**config.mk**
```make
export PLATFORM = sky130hd
export DESIGN_NAME = mips_muldiv
export DESIGN_NICKNAME = d
export VERILOG_FILES = /design/src/rtl/mips_muldiv_pkg.sv /design/src/rtl/mips_muldiv_cond_negate.sv /design/src/rtl/mips_muldiv.sv
export SDC_FILE = /design/constraint.sdc
export NUM_CORES = 1
export LEC_CHECK = 0
export BUFFER_PORTS_ARGS = -buffer_cell sky130_fd_sc_hd__buf_4
export CORE_MARGIN = 1
export CORE_UTILIZATION = 40
export DETAILED_ROUTE_END_ITERATION = 16
export REMOVE_ABC_BUFFERS = 1
export SYNTH_ARGS = -nofsm -noshare
export SYNTH_HDL_FRONTEND = slang
export SYNTH_SLANG_ARGS = --single-unit
```
**constraint.sdc**
```tcl
create_clock -name clk -period 4.8 [get_ports clk]
set_input_delay 0.24 -clock clk [delete_from_list [all_inputs] [get_ports clk]]
set_output_delay 0.24 -clock clk [all_outputs]
set_load 0.01 [all_outputs]
```
**src/rtl/mips_muldiv_pkg.sv**
```systemverilog
// Shared encodings for the MIPS iterative multiply/divide unit.
package mips_muldiv_pkg;

    localparam logic [1:0] MD_MULT  = 2'b00;
    localparam logic [1:0] MD_MULTU = 2'b01;
    localparam logic [1:0] MD_DIV   = 2'b10;
    localparam logic [1:0] MD_DIVU  = 2'b11;

    typedef enum logic [1:0] {
        S_IDLE  = 2'd0,
        S_CALC  = 2'd1,
        S_FIXUP = 2'd2
    } md_state_e;

    function automatic logic md_is_signed(input logic [1:0] op);
        return (op == MD_MULT) || (op == MD_DIV);
    endfunction

    function automatic logic md_is_div(input logic [1:0] op);
        return op[1];
    endfunction

endpackage

```
**src/rtl/mips_muldiv_cond_negate.sv**
```systemverilog
// Conditional two's-complement: y = neg ? -x : x.
module mips_cond_negate #(
    parameter int WIDTH = 32
) (
    input  logic [WIDTH-1:0] x,
    input  logic             neg,
    output logic [WIDTH-1:0] y
);

    assign y = neg ? -x : x;

endmodule

```
**src/rtl/mips_muldiv.sv**
```systemverilog
// Iterative MULT/MULTU/DIV/DIVU unit with architectural HI/LO, one bit per cycle.
module mips_muldiv
    import mips_muldiv_pkg::*;
#(
    parameter int WIDTH = 32
) (
    input  logic             clk,
    input  logic             reset,
    input  logic             start,
    input  logic [1:0]       op,
    input  logic [WIDTH-1:0] a,
    input  logic [WIDTH-1:0] b,
    input  logic             cancel,
    input  logic             hi_we,
    input  logic             lo_we,
    input  logic [WIDTH-1:0] wdata,
    output logic             busy,
    output logic             done,
    output logic             dbz,
    output logic [WIDTH-1:0] hi,
    output logic [WIDTH-1:0] lo
);

    localparam int CW = $clog2(WIDTH + 1);
    localparam logic [CW-1:0] LAST = CW'(WIDTH - 1);

    md_state_e          state_reg;
    logic [CW-1:0]      count_reg;
    logic [1:0]         op_reg;
    logic               sign_a_reg;
    logic               sign_b_reg;
    logic               b_zero_reg;
    logic [WIDTH-1:0]   operand_reg;
    logic [2*WIDTH-1:0] work_reg;
    logic [2*WIDTH-1:0] work_next;
    logic [WIDTH-1:0]   hi_reg;
    logic [WIDTH-1:0]   lo_reg;
    logic               done_reg;
    logic               dbz_reg;

    logic               start_signed;
    logic               neg_a;
    logic               neg_b;
    logic [WIDTH-1:0]   mag_a;
    logic [WIDTH-1:0]   mag_b;
    logic [WIDTH-1:0]   quo_fix;
    logic [WIDTH-1:0]   rem_fix;
    logic [2*WIDTH-1:0] prod_fix;
    logic [WIDTH-1:0]   res_hi;
    logic [WIDTH-1:0]   res_lo;
    logic               res_neg;

    logic [WIDTH:0]     mul_sum;
    logic [WIDTH:0]     div_trial;
    logic [WIDTH:0]     div_diff;

    assign start_signed = md_is_signed(op);
    assign neg_a        = start_signed & a[WIDTH-1];
    assign neg_b        = start_signed & b[WIDTH-1];
    assign res_neg      = sign_a_reg ^ sign_b_reg;

    mips_cond_negate #(.WIDTH(WIDTH)) u_neg_a (
        .x   (a),
        .neg (neg_a),
        .y   (mag_a)
    );

    mips_cond_negate #(.WIDTH(WIDTH)) u_neg_b (
        .x   (b),
        .neg (neg_b),
        .y   (mag_b)
    );

    mips_cond_negate #(.WIDTH(WIDTH)) u_neg_quo (
        .x   (work_reg[WIDTH-1:0]),
        .neg (res_neg),
        .y   (quo_fix)
    );

    // Remainder follows the dividend's sign; with a zero divisor the
    // remainder half ends up holding |a|, so this also restores the original a.
    mips_cond_negate #(.WIDTH(WIDTH)) u_neg_rem (
        .x   (work_reg[2*WIDTH-1:WIDTH]),
        .neg (sign_a_reg),
        .y   (rem_fix)
    );

    mips_cond_negate #(.WIDTH(2*WIDTH)) u_neg_prod (
        .x   (work_reg),
        .neg (res_neg),
        .y   (prod_fix)
    );

    // work_reg is {accumulator, multiplier} for multiply and {remainder, quotient} for divide.
    always_comb begin
        mul_sum   = {1'b0, work_reg[2*WIDTH-1:WIDTH]}
                  + (work_reg[0] ? {1'b0, operand_reg} : {(WIDTH+1){1'b0}});
        div_trial = work_reg[2*WIDTH-1:WIDTH-1];
        div_diff  = div_trial - {1'b0, operand_reg};
        work_next = {mul_sum, work_reg[WIDTH-1:1]};
        if (md_is_div(op_reg)) begin
            if (div_diff[WIDTH]) begin
                work_next = {div_trial[WIDTH-1:0], work_reg[WIDTH-2:0], 1'b0};
            end else begin
                work_next = {div_diff[WIDTH-1:0], work_reg[WIDTH-2:0], 1'b1};
            end
        end
    end

    always_comb begin
        res_hi = prod_fix[2*WIDTH-1:WIDTH];
        res_lo = prod_fix[WIDTH-1:0];
        if (md_is_div(op_reg)) begin
            res_hi = rem_fix;
            res_lo = b_zero_reg ? {WIDTH{1'b1}} : quo_fix;
        end
    end

    always_ff @(posedge clk or posedge reset) begin
        if (reset) begin
            state_reg   <= S_IDLE;
            count_reg   <= '0;
            op_reg      <= MD_MULT;
            sign_a_reg  <= 1'b0;
            sign_b_reg  <= 1'b0;
            b_zero_reg  <= 1'b0;
            operand_reg <= '0;
            work_reg    <= '0;
            hi_reg      <= '0;
            lo_reg      <= '0;
            done_reg    <= 1'b0;
            dbz_reg     <= 1'b0;
        end else begin
            done_reg <= 1'b0;
            dbz_reg  <= 1'b0;
            case (state_reg)
                S_IDLE: begin
                    if (hi_we) begin
                        hi_reg <= wdata;
                    end
                    if (lo_we) begin
                        lo_reg <= wdata;
                    end
                    if (start) begin
                        state_reg   <= S_CALC;
                        count_reg   <= '0;
                        op_reg      <= op;
                        sign_a_reg  <= neg_a;
                        sign_b_reg  <= neg_b;
                        b_zero_reg  <= (b == '0);
                        operand_reg <= mag_b;
                        work_reg    <= {{WIDTH{1'b0}}, mag_a};
                    end
                end
                S_CALC: begin
                    if (cancel) begin
                        state_reg <= S_IDLE;
                    end else begin
                        work_reg  <= work_next;
                        count_reg <= count_reg + CW'(1);
                        if (count_reg == LAST) begin
                            state_reg <= S_FIXUP;
                        end
                    end
                end
                S_FIXUP: begin
                    state_reg <= S_IDLE;
                    if (!cancel) begin
                        hi_reg   <= res_hi;
                        lo_reg   <= res_lo;
                        done_reg <= 1'b1;
                        dbz_reg  <= md_is_div(op_reg) & b_zero_reg;
                    end
                end
                default: state_reg <= S_IDLE;
            endcase
        end
    end

    assign busy = (state_reg != S_IDLE);
    assign done = done_reg;
    assign dbz  = dbz_reg;
    assign hi   = hi_reg;
    assign lo   = lo_reg;

endmodule
```
==> metrics.log, run 1 <==
INFO  metric detail_route.vias_per_cell = 5.77
INFO  metric route.vias.total = 14,161
INFO  metric worst-slew-pin-transition = 1160 ps
INFO  metric top_layer = met4
INFO  metric critical_path.top_delay_family = compound AO/OA/AOI/OAI gates
INFO  metric root_buffer = clkbuf_16
INFO  metric crit_fanout = 11
INFO  metric outcome = complete, no violations
INFO  metric required = 5140 ps
INFO  metric unrepaired_setup_endpoints_after_global_routing = no
INFO  metric synth.top_cell.area_share = 30.1%
INFO  metric placed_cell_area = 16,200 sq um
INFO  metric placement.setup.worst_slack = 977 ps
INFO  metric synth_sequential_area_ratio = 30.1%
INFO  metric cts-root-to-sink-buffers = 2
INFO  metric total_leakage_power = 7.54 nW
INFO  metric drv_slew = 0
INFO  metric start_kind = flop
INFO  metric crit_path_top_delay_cell = o21ai_0
INFO  metric drive_gt1_share = 13.0%
INFO  metric design.die.area = 37,000 sq um
INFO  metric timing.hold.ws = 42.7 ps
INFO  metric detailedRoute.firstPassIterationCount = 5
INFO  metric ctsResizeCount = 0
INFO  metric netlist_instances = 1,864
INFO  metric synthesis.yosys.warnings = 0
INFO  metric postCtsSetupRepairBufs = 0
INFO  metric synth_cell_types = 78
INFO  metric cts-buffers-inserted = 17
INFO  metric cap_violations = 0
INFO  metric met1Wirelength = 22,300 um
INFO  metric stdcell_area = 16,800 sq um
INFO  metric clock_sinks = 174
INFO  metric grt_antenna_before_repair = 0
INFO  metric grt_first_pass_wirelength = 76,200 um
INFO  metric met2_length = 22,200 um
INFO  metric largest_register_ff_count = 64
INFO  metric postSynth.topFlopCell = dfrtp_1
INFO  metric initial_core_util = 40.7%
INFO  metric peakVddDrop = 0.000296 V
INFO  metric hold_viol = 0
INFO  metric slew_headroom = 22.5%
INFO  metric h-tree-depth = 4
INFO  metric worstSetupEndpointType = flop
INFO  metric total_power_per_unit_cell_area = 561 nW/um^2
INFO  metric final.period_utilization = 81.1%
INFO  metric async_flop_share = 100%
INFO  metric clk_pin_slew_worst_paths = 80 ps
INFO  metric wire_per_inst = 19.6 um
INFO  metric dr.first_iter.drc_count = 1,003
INFO  metric synth_edf_count = 0
INFO  metric clock_insertion_delay_worst_skew = 460 ps
INFO  metric critPathKind = flop to flop
INFO  metric fin_total_pwr = 9.44 mW
INFO  metric routed_wirelength = 48,000 um
INFO  metric post_detailed_route_drc_marker_count = 0
INFO  metric die_h = 192 um
INFO  metric diodes = 0
INFO  metric finalCriticalPeriod = 3890 ps
INFO  metric floorplan.die.width = 192 um
INFO  metric core = 35,600 sq um
INFO  metric gpl.final_weighted_congestion = 0.936
INFO  metric cp_num_buf_inv = 1
INFO  metric yosys_register_bits = 174
INFO  metric leading_area_contributor_after_synthesis = dfrtp_1
INFO  metric fp-row-count = 69
INFO  metric syn_area_cell = 7.77 sq um
INFO  metric design.portCount = 171
INFO  metric grt.total_usage = 26.5%
INFO  metric holdCritPathClass = input port to flop
INFO  metric hold_fix_buffers_at_cts = 3
INFO  metric via_count_of_the_first_global_routing_pass = 13,674
INFO  metric pin_count_of_the_biggest_net_entering_global_routing = 111
INFO  metric overflow_after_grt = 0
INFO  metric cts_tree = built
INFO  metric syn-cell-area = 14,500 sq um
INFO  metric fin_worst_skew = 19.2 ps
INFO  metric fmax = 257 MHz
INFO  metric dr_wl_met3 = 2470 um
INFO  metric worst_ep_arrival_time = 4240 ps
INFO  metric synth_top_cells_by_area = dfrtp_1 30%, o21ai_0 7.6%, nand2_1 6.1%
INFO  metric final_util = 47.3%
INFO  metric final_critical_path_setup_slack = 906 ps
INFO  metric timing.reg2reg.setup_slack = 910 ps
INFO  metric placement.io_buffers = 170
INFO  metric critPathMaxStageDelay = 540 ps
INFO  metric dp_hpwl = 36,600 um
INFO  metric setup-violations-final = 0
INFO  metric num-nets-final = 2,157
INFO  metric timing.critical_path.cells = inv_1, nor2_1, ha_1, o211ai_1, o211ai_1, a31oi_1, o21ai_0, a21oi_1, o311ai_0, and3_1, o21ai_0, a32o_1
INFO  metric drtAntennaViolNets = 0
INFO  metric area_growth = 16.1%
==> cells in the mapped netlist (9+ instances only) <==
master and instances:
mux2i_1 50, or3_1 26, o31ai_1 19, nor2b_1 17
or4_1 13, inv_1 73, nand3_1 24, and3_1 15
and2_1 9, o21ai_0 219, o22ai_1 34, nand2b_1 15
dfrtp_1 174, a21o_1 26, a21oi_1 152, nor3_1 37
o41ai_1 11, nor4_1 12, clkbuf_1 86, nand4_1 21
xor2_1 71, a22oi_1 12, nand2_1 236, o21a_1 10
a211oi_1 18, xnor2_1 98, a31oi_1 18, ha_1 69
nor2_1 170, o211ai_1 17
==> worst min-delay path: cells and delay by family <==
family / cells / cell delay (ps)
AOI/OAI and AO/OA: 1 / 70
buffers and inverters: 1 / 110
and+or+nand+nor: 1 / 50
==> cells by family (layout without fill, tap and decap cells) <==
group	Yosys count	after routing	synth area share [%]
AOI/OAI and AO/OA	607	607	25.5
xor gates and xnor gates	169	169	10.2
muxes	53	53	3.69
buffers and inverters	173	304	4.66
adders and majority gates	71	71	6.24
DFF	174	174	30.1
and+or+nand+nor	617	617	19.7
==> final timing paths <==
kind | cells after the start | from | end
setup / recovery | 12 | work_reg[0]$_DFFE_PP0P_ | work_reg[60]$_DFFE_PP0P_
hold / removal | 3 | wdata[27] | hi[27]$_DFFE_PP0P_
setup reg to reg | 12 | work_reg[0]$_DFFE_PP0P_ | work_reg[60]$_DFFE_PP0P_
hold reg to reg | 2 | operand_reg[28]$_DFFE_PP0P_ | operand_reg[28]$_DFFE_PP0P_
max in group asynchronous | 4 | reset | work_reg[20]$_DFFE_PP0P_
min in group asynchronous | 3 | reset | work_reg[0]$_DFFE_PP0P_
==> metal layers <==
metal	vias up	global-route usage, %
met2	436	43.5
met3	68	2.76
met5	-	0
met1	6756	36.4
li1	6901	-
met4	0	8.42
==> layout by cell type (no fill, tap or decap), types with 37 or more instances in the layout <==
cell type and count:
nand2_1 235, ha_1 69, xor2_1 71, buf_4 193
a21oi_1 150, nor3_1 37, inv_1 72, o21ai_0 219
mux2i_1 50, nor2_1 168, xnor2_1 97, dfrtp_1 173
==> cell type report <==
class	instances	area (sq um)
fill	3593	18800
multi-input combinational	1517	9510
sequential	174	4360
timing repair buffer	198	1520
tap	461	577
clock buffer	18	429
inverter	74	283
clock inverter	14	146
==> stage by stage <==
stage,TNS (ps),cells
2_1_floorplan,-27290,1765
5_1_grt,0,2456
3_3_place_gp,0,2421
4_1_cts,0,2456
3_5_place_dp,0,2421
6_report,0,2456
==> where the power goes <==
| group | switching, mW | internal [mW] | leakage [nW] |
|---|---|---|---|
| registers | 0.628 | 1.85 | 2.16 |
| clock network | 0.688 | 0.735 | 0.286 |
| logic | 3.29 | 2.24 | 5.10 |
| total | 4.60 | 4.83 | 7.54 |
(Power assumes the default switching activity.)
==> inputs of run 2 (changes only) <==
--- a/config.mk
+++ b/config.mk
@@ -5,6 +5,7 @@
 export SDC_FILE = /design/constraint.sdc
 export NUM_CORES = 1
 export LEC_CHECK = 0
+export ABC_AREA = 1
 export BUFFER_PORTS_ARGS = -buffer_cell sky130_fd_sc_hd__buf_4
 export CORE_MARGIN = 1
 export CORE_UTILIZATION = 40
==> constraint.sdc (replaced) <==
create_clock -name clk -period 3.16 [get_ports clk]
set_input_delay 0.158 -clock clk [delete_from_list [all_inputs] [get_ports clk]]
set_output_delay 0.158 -clock clk [all_outputs]
set_load 0.01 [all_outputs]
==> run 2 against run 1 <==
Clock skew down 6.0 ps. Wire length is 56% higher. Sequential share of layout area fell by 5.2 points. Global-route usage up 7.4 points. Clock power is 65% higher. Critical path depth grew 6. Non-clock buffer count increased by 110. Power grew 93%. Critical path type unchanged. Highest routed layer unchanged.
==> metrics.log, run 2 <==
INFO  metric layout_commonest_cell = nand2_1
INFO  metric holdCritPathClass = input port to flop
INFO  metric cts_tree = built
INFO  metric overflow_after_grt = 0 (unchanged)
INFO  metric dr.first_iter.drc_count = 1,824 (+82%)
INFO  metric worst_r2r_path_depth = 18 (+6)
INFO  metric placement.setup.worst_slack = 216 ps (-761 ps)
INFO  metric synth_edf_count = 0 (unchanged)
INFO  metric timing.reg2reg.setup_slack = 300 ps (-610 ps)
INFO  metric syn-cell-area = 17,600 sq um (+21%)
INFO  metric yosys_register_bits = 174 (unchanged)
INFO  metric hold_viol = 0 (unchanged)
INFO  metric cp_common_cell = nand2_2
INFO  metric route.vias.total = 20,568 (+45%)
INFO  metric clock_sinks = 174 (unchanged)
INFO  metric hold_critical_path_depth = 4 (+1)
INFO  metric fp-row-count = 76 (+10%)
INFO  metric critPathKind = flop to flop
INFO  metric cap_violations = 0 (unchanged)
INFO  metric final_util = 48.7% (+1.4 points)
INFO  metric netlist_instances = 3,004 (+61%)
INFO  metric finalCriticalPeriod = 2860 ps (-1030 ps)
INFO  metric syn_area_cell = 5.85 sq um (-25%)
INFO  metric clock_insertion_delay_worst_skew = 510 ps (+50 ps)
INFO  metric crit-reg2reg-launch = operand_reg[0]$_DFFE_PP0P_
INFO  metric most_frequent_cells_in_the_layout = 864 x nand2_1, 406 x inv_1, 380 x nor2_1, 276 x nand3_1, 250 x buf_4
INFO  metric placement.io_buffers = 170 (unchanged)
INFO  metric detail_route.vias_per_cell = 5.37 (-6.8%)
INFO  metric diodes = 0 (unchanged)
INFO  metric largest_register_ff_count = 64 (unchanged)
INFO  metric async_flop_share = 100% (unchanged)
INFO  metric worst_hold_path.endpoint = operand_reg[25]$_DFFE_PP0P_
INFO  metric design.portCount = 171 (unchanged)
INFO  metric crit_path_top_delay_cell = fa_1
INFO  metric via_count_of_the_first_global_routing_pass = 19,778 (+45%)
INFO  metric area_growth = 19.7%
INFO  metric n_fill_cell = 4,696 (+31%)
INFO  metric total_leakage_power = 10.8 nW (+43%)
INFO  metric postCtsSetupRepairBufs = 0 (unchanged)
INFO  metric core = 43,200 sq um (+21%)
INFO  metric synth_sequential_area_ratio = 24.8% (-5.3 points)
INFO  metric required = 3600 ps (-1540 ps)
INFO  metric gpl.final_weighted_congestion = 1.05 (+12%)
INFO  metric dp_hpwl = 59,700 um (+63%)
INFO  metric grt_antenna_before_repair = 0 (unchanged)
INFO  metric total_power_per_unit_cell_area = 866 nW/um^2 (+54%)
INFO  metric start_kind = flop
INFO  metric synth.top_cell.area_share = 24.8% (-5.3 points)
INFO  metric wire_per_inst = 19.6 um (about the same)
INFO  metric initial_core_util = 40.7% (-0.047 points)
INFO  metric final_critical_path_setup_slack = 297 ps (-609 ps)
INFO  metric holdCritStartpoint = b[25]
INFO  metric h-tree-depth = 4 (unchanged)
INFO  metric num-nets-final = 3,408 (+58%)
INFO  metric slew_headroom = 23.6% (+1.1 points)
INFO  metric leading_area_contributor_after_synthesis = dfrtp_1
INFO  metric postSynth.topFlopCell = dfrtp_1
INFO  metric routed_wirelength = 75,000 um (+56%)
INFO  metric pin_count_of_the_biggest_net_entering_global_routing = 73 (-34%)
INFO  metric clk_pin_slew_worst_paths = 80 ps (about the same)
INFO  metric synth_cell_types = 46 (-41%)
INFO  metric floorplan.die.width = 212 um (+10%)
INFO  metric synth_top_cells_by_area = dfrtp_1 25%, nand2_1 18%, inv_1 8.7%
INFO  metric fin_total_pwr = 18.2 mW (+93%)
INFO  metric outcome = complete, no violations
INFO  metric grt.total_usage = 33.9% (+7.4 points)
INFO  metric worstReg2RegEnd = work_reg[40]$_DFFE_PP0P_
INFO  metric fmax = 349 MHz (+36%)
INFO  metric drtAntennaViolNets = 0 (unchanged)
INFO  metric yosys-top-cells-count = 865 x nand2_1, 408 x inv_1, 385 x nor2_1
INFO  metric synthesis.yosys.warnings = 0 (unchanged)
INFO  metric grt_first_pass_wirelength = 114,000 um (+50%)
INFO  metric cts-root-to-sink-buffers = 2 (unchanged)
INFO  metric worst_ep_arrival_time = 3300 ps (-940 ps)
INFO  metric timing.critical_path.cells = ha_1, fa_1, inv_1, nand2_1, nand2_1, nand3_1, nand2_2, nand2_2, nand2_4, nand2_4, nand2_2, nand2_2, nand2_2, buf_12, nand2_1, nand3_1, nand3_1, nand2_1
INFO  metric critPathMaxStageDelay = 430 ps (-110 ps)
INFO  metric worstSetupEndpointType = flop
INFO  metric worst-slew-pin-transition = 1150 ps (-10.5 ps)
INFO  metric root_buffer = clkbuf_16
INFO  metric drv_slew = 0 (unchanged)
INFO  metric cts-buffers-inserted = 17 (unchanged)
INFO  metric unrepaired_setup_endpoints_after_global_routing = no
INFO  metric detailedRoute.firstPassIterationCount = 6 (+1)
INFO  metric setup-violations-final = 0 (unchanged)
INFO  metric crit_fanout = 15 (+4)
INFO  metric peakVddDrop = 0.000384 V (+30%)
INFO  metric yosys.cell_count.top_type = nand2_1
INFO  metric fin_worst_skew = 13.2 ps (-5.99 ps)
INFO  metric design.die.area = 44,700 sq um (+21%)
INFO  metric final.period_utilization = 90.6% (+9.5 points)
INFO  metric drive_gt1_share = 11.5% (-1.5 points)
INFO  metric die_h = 212 um (+10%)
INFO  metric post_detailed_route_drc_marker_count = 0 (unchanged)
==> run 2: changes by cell type in the layout (fill, tap and decap cells not counted), sizes merged, moves of 49 or more <==
cell / change
dlygate4sd3: +49
inv: +338
buf: +61
nor2: +233
a21oi: +53
mux2i: -50
xnor2: -80
nand2: +658
nand3: +259
==> run 2: worst max path at each step <==
stage / startpoint / to / slack (ps) / cells after the start
2_1_floorplan: state_reg[0]$_DFFE_PP0P_ / work_reg[1]$_DFFE_PP0P_ / -1850 / 8
3_3_place_gp: operand_reg[0]$_DFFE_PP0P_ / work_reg[57]$_DFFE_PP0P_ / 280 / 18
3_5_place_dp: operand_reg[0]$_DFFE_PP0P_ / work_reg[53]$_DFFE_PP0P_ / 220 / 18
4_1_cts: operand_reg[0]$_DFFE_PP0P_ / work_reg[53]$_DFFE_PP0P_ / 200 / 18
5_1_grt: work_reg[31]$_DFFE_PP0P_ / work_reg[35]$_DFFE_PP0P_ / 100 / 19
6_report: operand_reg[0]$_DFFE_PP0P_ / work_reg[40]$_DFFE_PP0P_ / 300 / 18
==> run 2: cells by family after synthesis <==
family,after synthesis,share of synthesized area (%)
and+or+nand+nor,1677,40.2
buffers and inverters,520,11.5
AOI/OAI and AO/OA,500,15.3
DFF,174,24.8
adders and majority gates,71,5.14
xor gates and xnor gates,62,3.09
==> run 2: repair_timing <==
item                                   4_1_cts  5_1_grt
endpoints found under the hold margin      127        0
setup endpoints to repair                    0        1
gates resized for setup                      0        1
hold buffers                                52        0
==> run 2: area by class of cell <==
class	instances	area [sq um]	area share, %
Multi-Input combinational cell	2310	11200	53.3
Sequential cell	174	4360	20.7
Timing Repair Buffer	308	2520	12.0
Inverter	422	1590	7.57
Tap cell	585	732	3.48
Clock buffer	20	447	2.13
Clock inverter	10	165	0.786
==> run 2: critical path: cells and delay by family (launching register included) <==
family,cells,cell delay [ps]
fa+ha+maj,2,670
buf+inv,2,350
flops,1,410
simple gates,14,1360
==> run 2: stage by stage <==
step / std cells / cell area (sq um) / TNS, ps / hold WS, ps
floorplan: 2906 / 17100 / -378360 / 236
global placement: 3747 / 19900 / 0 / 300
detailed placement: 3747 / 19900 / 0 / 305
CTS: 3829 / 21000 / 0 / 0.550
global route: 3829 / 21000 / 0 / 50.7
finish: 3829 / 21000 / 0 / 17.9
==> run 2: report_power, final <==
part           total [mW]  switching, mW  internal, mW  leakage [nW]
Combinational        12.2           8.14          4.05          8.41
Sequential           3.68          0.823          2.85          2.07
Clock                2.34           1.01          1.33         0.288
==> run 2: layer usage <==
| metal | vias to the layer above | global-route usage [%] | wire length [um] | share of wire [%] |
|---|---|---|---|---|
| met5 | - | 0 | 0 | 0 |
| met4 | 0 | 18.0 | 3850 | 5.1 |
| met3 | 156 | 4.17 | 4190 | 5.6 |
| met2 | 730 | 57.7 | 35700 | 48 |
| met1 | 9556 | 41.8 | 31200 | 42 |
| li1 | 10126 | - | - | - |
==> inputs of run 3 (changes only) <==
==> constraint.sdc (replaced) <==
create_clock -name clk -period 3.16 [get_ports clk]
set_input_delay 0.632 -clock clk [delete_from_list [all_inputs] [get_ports clk]]
set_output_delay 0.632 -clock clk [all_outputs]
set_load 0.01 [all_outputs]
==> run 3 against run 2 <==
Fmax grew 0.39%. Critical path depth fell by 3. Sequential power grew 7.3%. Utilization shrank 1.2 points. Critical endpoint is now work_reg[49]$_DFFE_PP0P_.
==> metrics.log, run 3 (synthesis results as in run 2) <==
INFO  metric peakVddDrop = 0.000771 V (+100%)
INFO  metric hold_viol = 0 (unchanged)
INFO  metric finish.cell_count_without_fillers = 3,775 (-1.4%)
INFO  metric dp_hpwl = 60,700 um (+1.7%)
INFO  metric setup-violations-final = 0 (unchanged)
INFO  metric clk_pin_slew_worst_paths = 70 ps (about the same)
INFO  metric dr_wl_met3 = 3280 um (-22%)
INFO  metric unrepaired_setup_endpoints_after_global_routing = no
INFO  metric outcome = complete, no violations
INFO  metric fin_worst_skew = 10.8 ps (-2.35 ps)
INFO  metric crit-reg2reg-launch = work_reg[55]$_DFFE_PP0P_
INFO  metric pin_count_of_the_biggest_net_entering_global_routing = 73 (unchanged)
INFO  metric route.vias.total = 20,311 (-1.2%)
INFO  metric design.portCount = 171 (unchanged)
INFO  metric dp_cells = 3,743 (-0.11%)
INFO  metric hold_fix_buffers_at_cts = 0 (-100%)
INFO  metric total_power_per_unit_cell_area = 882 nW/um^2 (+1.9%)
INFO  metric timing.reg2reg.setup_slack = 310 ps (about the same)
INFO  metric clock_insertion_delay_worst_skew = 510 ps (about the same)
INFO  metric via_count_of_the_first_global_routing_pass = 19,466 (-1.6%)
INFO  metric post_detailed_route_drc_marker_count = 0 (unchanged)
INFO  metric drive_gt1_share = 11.7% (+0.13 points)
INFO  metric floorplan.die.width = 212 um (unchanged)
INFO  metric worst_r2r_path_depth = 15 (-3)
INFO  metric worstSetupEndpointType = flop
INFO  metric routed_wirelength = 74,900 um (about the same)
INFO  metric dr.first_iter.drc_count = 1,694 (-7.1%)
INFO  metric grt.total_usage = 34.2% (+0.29 points)
INFO  metric worstReg2RegEnd = work_reg[49]$_DFFE_PP0P_
INFO  metric met2_length = 36,700 um (+2.6%)
INFO  metric grt_first_pass_wirelength = 114,000 um (+0.24%)
INFO  metric h-tree-depth = 4 (unchanged)
INFO  metric detailedRoute.firstPassIterationCount = 6 (unchanged)
INFO  metric fin_total_pwr = 18.1 mW (-0.72%)
INFO  metric holdCritPathClass = input port to asynchronous set/reset pin
INFO  metric cap_violations = 0 (unchanged)
INFO  metric drtAntennaViolNets = 0 (unchanged)
INFO  metric timing.hold.ws = 123 ps (+105 ps)
INFO  metric root_buffer = clkbuf_16
INFO  metric fmax = 351 MHz (+0.39%)
INFO  metric wire_per_inst = 19.8 um (+1.4%)
INFO  metric ctsResizeCount = 0 (unchanged)
INFO  metric cts-buffers-inserted = 17 (unchanged)
INFO  metric cp-endpoint = work_reg[49]$_DFFE_PP0P_
INFO  metric drv_slew = 0 (unchanged)
INFO  metric postCtsSetupRepairBufs = 0 (unchanged)
INFO  metric area_growth = 16.6%
INFO  metric start_kind = flop
INFO  metric diodes = 0 (unchanged)
INFO  metric clock_sinks = 174 (unchanged)
INFO  metric cts-root-to-sink-buffers = 2 (unchanged)
INFO  metric layout_commonest_cell = nand2_1
INFO  metric core = 43,200 sq um (unchanged)
INFO  metric required = 3600 ps (about the same)
INFO  metric critPathKind = flop to flop
INFO  metric grt_antenna_before_repair = 0 (unchanged)
INFO  metric total_leakage_power = 10.5 nW (-2.2%)
INFO  metric initial_core_util = 40.7% (unchanged)
INFO  metric overflow_after_grt = 0 (unchanged)
INFO  metric die_h = 212 um (unchanged)
INFO  metric gpl.final_weighted_congestion = 0.973 (-6.9%)
INFO  metric worst_ep_arrival_time = 3300 ps (about the same)
INFO  metric most_frequent_cells_in_the_layout = 864 x nand2_1, 406 x inv_1, 380 x nor2_1, 276 x nand3_1, 244 x buf_4
INFO  metric largest_register_ff_count = 64 (unchanged)
INFO  metric cts_tree = built
INFO  metric num-nets-final = 3,352 (-1.6%)
INFO  metric placement.io_buffers = 170 (unchanged)
INFO  metric design.die.area = 44,700 sq um (unchanged)
INFO  metric worst-slew-pin-transition = 892 ps (-254 ps)
INFO  metric fp-row-count = 76 (unchanged)
INFO  metric top_layer = met4
INFO  metric worst_setup_path_startpoint = work_reg[55]$_DFFE_PP0P_
INFO  metric detail_route.vias_per_cell = 5.38 (+0.16%)
INFO  metric slew_headroom = 39.9% (+16 points)
INFO  metric final.period_utilization = 90.3% (-0.35 points)
INFO  metric finalCriticalPeriod = 2850 ps (-11.1 ps)
INFO  metric crit_fanout = 33 (+18)
INFO  metric met1Wirelength = 31,600 um (+1.3%)
run 3: worst max-delay path, cell delays in order, from the launching register on:
cell	delay (ps)
dfrtp_1	690
ha_1	400
nand2_1	130
inv_2	50
nand2_2	110
inv_2	30
nand2_1	150
inv_1	70
a21oi_2	210
nand3_1	120
nand2_2	110
buf_12	220
nand3_1	190
nand3_1	160
nand2_1	70
nand2_1	50
run 3: per-stage QoR:
| step | utilization, % | TNS, ps | instance area [sq um] | setup WS [ps] |
|---|---|---|---|---|
| floorplan | - | -460840 | 17100 | -2190 |
| CTS | 47.4 | 0 | 20500 | 313 |
| global placement | 46.0 | 0 | 19900 | 345 |
| finish | 47.4 | 0 | 20500 | 308 |
| detailed placement | 46.0 | 0 | 19900 | 333 |
| global route | 47.4 | 0 | 20500 | 158 |
run 3: area by class of cell:
class	instances	area, sq um
multi-input combinational	2310	11200
timing repair buffer	252	1990
fill	4748	22700
tap	585	732
sequential	174	4360
inverter	422	1590
clock buffer	20	447
clock inverter	12	161
run 3: report_power, final:
group | internal (mW) | switching (mW) | leakage (nW)
clock | 1.27 | 1.05 | 0.292
sequential | 2.84 | 1.11 | 2.07
combinational | 3.96 | 7.83 | 8.17
total | 8.08 | 9.99 | 10.5
run 3: metal layers:
metal / vias up / global-route usage [%]
met2: 644 / 60.0
met4: 0 / 16.0
li1: 9990 / -
met3: 119 / 3.92
met5: - / 0
met1: 9558 / 41.6
run 3: worst min path at each step:
stage / start / endpoint / slack (ps) / depth (start not counted)
6_report: reset / lo[16]$_DFFE_PP0P_ / 120 / 2
5_1_grt: reset / lo[16]$_DFFE_PP0P_ / 140 / 2
4_1_cts: reset / lo[9]$_DFFE_PP0P_ / 110 / 2
3_5_place_dp: lo[5]$_DFFE_PP0P_ / lo[5]$_DFFE_PP0P_ / 480 / 2
3_3_place_gp: lo[5]$_DFFE_PP0P_ / lo[5]$_DFFE_PP0P_ / 470 / 2
2_1_floorplan: b_zero_reg$_DFFE_PP0P_ / b_zero_reg$_DFFE_PP0P_ / 450 / 2
